--- config.mk ---
export PLATFORM = sky130hd
export DESIGN_NAME = fminmax_reduce
export DESIGN_NICKNAME = d
export VERILOG_FILES = /design/src/rtl/fpu_pkg.sv /design/src/rtl/fcmp_lt.sv /design/src/rtl/fminmax_reduce.sv
export SDC_FILE = /design/constraint.sdc
export NUM_CORES = 1
export LEC_CHECK = 0
export BUFFER_PORTS_ARGS = -buffer_cell sky130_fd_sc_hd__buf_2
export CAP_MARGIN = 20
export CORE_ASPECT_RATIO = 1.1
export CORE_MARGIN = 3
export CORE_UTILIZATION = 35
export DETAILED_ROUTE_END_ITERATION = 10
export PLACE_DENSITY_LB_ADDON = 0.15
export SYNTH_ARGS = -nofsm -noshare
export SYNTH_HDL_FRONTEND = slang
export SYNTH_HIERARCHICAL = 1
export SYNTH_SLANG_ARGS = --single-unit
--- constraint.sdc ---
create_clock -name clk -period 3.1 [get_ports clk]
set_input_delay 0.31 -clock clk [delete_from_list [all_inputs] [get_ports clk]]
set_output_delay 0.31 -clock clk [all_outputs]
set_load 0.03 [all_outputs]
--- src/rtl/fpu_pkg.sv ---
// Shared binary32 helpers and the min/max reducer state encoding.
package fpu_pkg;

    localparam int FLT_W = 32;
    localparam int EXP_W = 8;
    localparam int MAN_W = 23;

    localparam logic [FLT_W-1:0] QNAN = 32'h7FC00000;

    typedef enum logic [1:0] {
        IDLE,
        ACC,
        HOLD
    } fmr_state_t;

    function automatic logic is_nan(input logic [FLT_W-1:0] f);
        return (f[FLT_W-2 -: EXP_W] == '1) && (f[MAN_W-1:0] != '0);
    endfunction

    function automatic logic is_zero(input logic [FLT_W-1:0] f);
        return f[FLT_W-2:0] == '0;
    endfunction

endpackage

--- src/rtl/fcmp_lt.sv ---
// Combinational binary32 a<b: false on any NaN operand, +0 and -0 compare equal.
module fcmp_lt
    import fpu_pkg::*;
(
    input  logic [FLT_W-1:0] i_a,
    input  logic [FLT_W-1:0] i_b,
    output logic             o_lt
);

    logic w_mag_lt;
    logic w_mag_gt;
    logic w_unordered;

    assign w_mag_lt    = i_a[FLT_W-2:0] < i_b[FLT_W-2:0];
    assign w_mag_gt    = i_b[FLT_W-2:0] < i_a[FLT_W-2:0];
    assign w_unordered = is_nan(i_a) || is_nan(i_b) || (is_zero(i_a) && is_zero(i_b));

    // Sign-magnitude order: negatives compare with reversed magnitude.
    always_comb begin
        o_lt = 1'b0;
        if (!w_unordered) begin
            case ({i_a[FLT_W-1], i_b[FLT_W-1]})
                2'b00:   o_lt = w_mag_lt;
                2'b11:   o_lt = w_mag_gt;
                2'b10:   o_lt = 1'b1;
                default: o_lt = 1'b0;
            endcase
        end
    end

endmodule

--- src/rtl/fminmax_reduce.sv ---
// Streaming binary32 min/max reducer: one result beat per s_last-terminated packet.
module fminmax_reduce
    import fpu_pkg::*;
#(
    parameter int unsigned CNT_W = 16
) (
    input  logic             clk,
    input  logic             rstn,
    input  logic             s_valid,
    output logic             s_ready,
    input  logic [31:0]      s_data,
    input  logic             s_last,
    output logic             m_valid,
    input  logic             m_ready,
    output logic [31:0]      m_min,
    output logic [31:0]      m_max,
    output logic [CNT_W-1:0] m_count,
    output logic             m_nan
);

    fmr_state_t       r_state;
    fmr_state_t       w_state_nxt;
    logic             r_s_ready;
    logic             r_m_valid;
    logic [31:0]      r_min;
    logic [31:0]      r_max;
    logic [CNT_W-1:0] r_count;
    logic             r_nan;
    logic             r_seen;

    logic             w_acc;
    logic             w_take;
    logic             w_x_nan;
    logic             w_x_lt_min;
    logic             w_max_lt_x;
    logic             w_s_ready_nxt;
    logic             w_m_valid_nxt;

    assign w_acc   = s_valid && r_s_ready;
    assign w_take  = r_m_valid && m_ready;
    assign w_x_nan = is_nan(s_data);

    fcmp_lt u_lt_min (
        .i_a  (s_data),
        .i_b  (r_min),
        .o_lt (w_x_lt_min)
    );

    fcmp_lt u_lt_max (
        .i_a  (r_max),
        .i_b  (s_data),
        .o_lt (w_max_lt_x)
    );

    always_comb begin
        w_state_nxt = r_state;
        case (r_state)
            IDLE:    if (w_acc) w_state_nxt = s_last ? HOLD : ACC;
            ACC:     if (w_acc && s_last) w_state_nxt = HOLD;
            HOLD:    if (m_ready) w_state_nxt = IDLE;
            default: w_state_nxt = IDLE;
        endcase
        // Handshake flags are registered from the next state, so s_ready never sees m_ready combinationally.
        w_s_ready_nxt = (w_state_nxt != HOLD);
        w_m_valid_nxt = (w_state_nxt == HOLD);
    end

    always_ff @(posedge clk) begin
        if (!rstn) begin
            r_state   <= IDLE;
            r_s_ready <= 1'b1;
            r_m_valid <= 1'b0;
        end else begin
            r_state   <= w_state_nxt;
            r_s_ready <= w_s_ready_nxt;
            r_m_valid <= w_m_valid_nxt;
        end
    end

    // Accumulators are cleared on reset and whenever a result is consumed (entry to IDLE).
    always_ff @(posedge clk) begin
        if (!rstn || w_take) begin
            r_min   <= QNAN;
            r_max   <= QNAN;
            r_count <= '0;
            r_nan   <= 1'b0;
            r_seen  <= 1'b0;
        end else if (w_acc) begin
            if (r_count != '1) begin
                r_count <= r_count + 1'b1;
            end
            if (w_x_nan) begin
                r_nan <= 1'b1;
            end else if (!r_seen) begin
                r_min  <= s_data;
                r_max  <= s_data;
                r_seen <= 1'b1;
            end else begin
                if (w_x_lt_min) r_min <= s_data;
                if (w_max_lt_x) r_max <= s_data;
            end
        end
    end

    assign s_ready = r_s_ready;
    assign m_valid = r_m_valid;
    assign m_min   = r_min;
    assign m_max   = r_max;
    assign m_count = r_count;
    assign m_nan   = r_nan;

endmodule

==> impl_results.md <==
- Outcome: finished clean
- Routed Antenna Nets: 0
- Synth Area per Inst: 8.15 sq um
- Global-route usage over all layers: 19.2%
- Crit path max fanout: 11
- Seq cells post-synth: 86
- Power per cell area: around 470 nW/um^2
- Antenna cell count: 0
- Max stage delay cell, worst path: or4_4
- Drt first pass iters: 5
- Number of synthesized flops with an enable pin: 0
- Count leader, synth: nand2_1
- Final nets: 902
- LEAKAGE: 0.00319 uW
- IO buf count: between 100 and 150
- Setup CP Type: reg2reg
- I/O pin count: between 100 and 150
- HPWL after DPL: 13100 microns
- Fin. max-slew vios: 0
- Initial antenna violation count: 0
- CTS Hold Buffers Added: 0
- Placed Cells: 985
- Yosys top cell area share: a little under a third
- Fill count: ~1600
- DIE HEIGHT: ~140 microns
- Core area: ~15000 sq um
- CTS HTree Levels: 3
- Row Count: between 40 and 50
- Vias in the first global route: ~5200
- Synthesis warning total: 6
- Top cells by area, synth: dfxtp_1 (32%), ha_1 (14%), mux2i_1 (12%), nand2_1 (7.6%), inv_1 (4.8%)
- Clock latency on the worst-skew pair: between 0.3 and 0.4 ns
- Avg WL per Cell: 16.9 microns
- Post-synth top cells: nand2_1 (111), dfxtp_1 (86), inv_1 (69)
- Final hold vios: 0
- Clock slew at reported path FFs: around 0.06 ns
- DR vias: between 5000 and 6000
- Die W: 125 microns
- Max cap viols: 0
- Largest net degree at the start of global routing: 36
- Most frequent CP cell: a21oi_1
- Synth area leader: dfxtp_1
- VDD IR max: approximately 0.24 mV
- Fin cells: 1002
- Vias per cell: ~5.3
- WP data required: approximately 3.4 ns
- Post-synth cell types: 43
- Synth Instances: roughly 670
- Crit-path max cell delay: between 0.4 and 0.5 ns
- DR iter-0 viols: about 320
- Post-Route WL: 16900 microns
- First-pass GRT wire length: approximately 26000 microns
- Drc violations: 0
- Area grow syn2layout: 23.3%
- Crit-path cells: inv_1 > ha_1 > a21oi_1 > o21ai_1 > a221oi_2 > buf_4 > a21oi_1 > or4_4 > a211oi_2 > nand2b_1 > and2_4 > buf_12 > mux2i_1
- CTS buffer count: 9
- Slew headroom: a little under 40%
- TNS Setup: 0 ns
- Share of cells above drive strength 1: approximately 21%
- CTS tree: built
- Synth async-reset ratio: 0%
- Initial core utilization: a little over a third
- RSZ-0062 raised after global routing: false
- Sink Count: 86
- Min Tclk post-route: between 2 and 3 ns
- Setup crit end kind: flip-flop
- Sequential cell area fraction in the yosys report: approximately a third
- Final setup viols: 0
- Clk buf depth: 2
- Slew @ Worst Pin: approximately 0.92 ns
- Synth Flop Type: dfxtp_1
- Syn Nets: between 700 and 800
- Fmax: about 340 MHz
- Die ar.: approximately 17000 sq um
- Worst Hold Class: in2reg
- Grt ovf: 0
- Tcrit/Tclk final: between 90 and 100%
- CTS root buf: clkbuf_16
- Critical Path AT: roughly 3.2 ns
- Cell Area, Synth: 5450 sq um
- Setup Skew: 0.00723 ns
- CP Launch Type: flip-flop
- GPL Wtd Cong: 0.847
[worst paths after layout]
path                                from         to  slack [ns]  cells past startpoint
worst min-delay path                rstn    m_valid        0.22                      2
worst max register to register  m_max[8]  m_max[24]        0.18                     13
worst min register to register     m_nan      m_nan        0.45                      2
worst max-delay path            m_max[8]  m_max[24]        0.18                     13
[kinds of logic (layout without fill, tap and decap cells)]
kind of cell	count (synthesis)	after routing	share of synthesized area [%]
buffers and inverters	87	225	6.64
AO/OA/AOI/OAI	68	68	8.25
XOR/XNOR	14	14	2.25
multiplexers	64	64	11.8
flip-flops	86	86	31.6
adder cells (fa/ha/maj)	63	63	14.5
AND/OR/NAND/NOR	286	286	25.0
[routing by layer]
| metal | up-vias | part of all wire, % | track usage (%) |
|---|---|---|---|
| met2 | 149 | 48 | 33.0 |
| met1 | 2475 | 46 | 24.1 |
| met3 | 25 | 4.4 | 3.28 |
| li1 | 2637 | - | - |
| met4 | 0 | 2.3 | 7.53 |
| met5 | - | 0 | 0 |
[area by class of cell]
type | count | area [sq um] | area share, %
tap | 196 | 245 | 3.65
multi-input combinational | 495 | 3380 | 50.3
timing repair buffer | 141 | 836 | 12.4
clock buffer | 10 | 239 | 3.56
inverter | 69 | 259 | 3.86
clock inverter | 5 | 36.3 | 0.540
sequential | 86 | 1720 | 25.7
[placed cells by master (no fill, tap or decap), types with 10 or more instances in the layout]
master,netlist,layout
nand2_1,111,111
ha_1,63,63
mux2i_1,64,64
nor4_1,38,38
nor2_1,58,58
dfxtp_1,86,85
o21ai_0,10,10
nand4_1,33,33
clkbuf_16,0,10
nor3_1,15,15
a21oi_1,27,27
inv_1,69,69
buf_2,1,119
buf_4,1,17
[where the power goes]
part | switching (uW) | total [uW] | internal (uW)
registers | 92.2 | 1270 | 1180
logic | 540 | 870 | 331
clock network | 459 | 1020 | 560
[flip-flops by register name (all words and copies together) (netlist names)]
signal / cells
m_nan: 1
s_ready: 1
m_min: 32
r_state: 2
r_seen: 1
m_valid: 1
m_max: 32
m_count: 16
[through the flow]
| stage | utilization, % | power [uW] | area, sq um | hold slack [ns] | setup slack, ns |
|---|---|---|---|---|---|
| floorplan | - | 1840 | 5450 | 0.413 | 0.118 |
| global placement | 42.0 | 2120 | 6370 | 0.422 | 0.0952 |
| detailed placement | 42.0 | 2140 | 6370 | 0.433 | 0.0100 |
| CTS | 43.9 | 3170 | 6660 | 0.204 | 0.0442 |
| global route | 44.3 | 3320 | 6720 | 0.242 | 0.00184 |
| finish | 44.3 | 3160 | 6720 | 0.218 | 0.185 |
[what timing repair did]
action	CTS	global route
gates cloned	0	1
pin swaps	0	0
setup buffers	0	0
endpoints found under the hold margin	0	0
endpoints found under the setup margin	7	25
gates resized for setup	1	4
[worst max-delay path, delay by kind of cell (launching register included)]
family	cells	cell delay, ns
AND/OR/NAND/NOR	3	0.77
buffers and inverters	3	0.40
multiplexers	1	0.20
flip-flops	1	0.33
adder cells (fa/ha/maj)	1	0.31
AO/OA/AOI/OAI	5	0.85
Power figures use the tool's default switching activity.
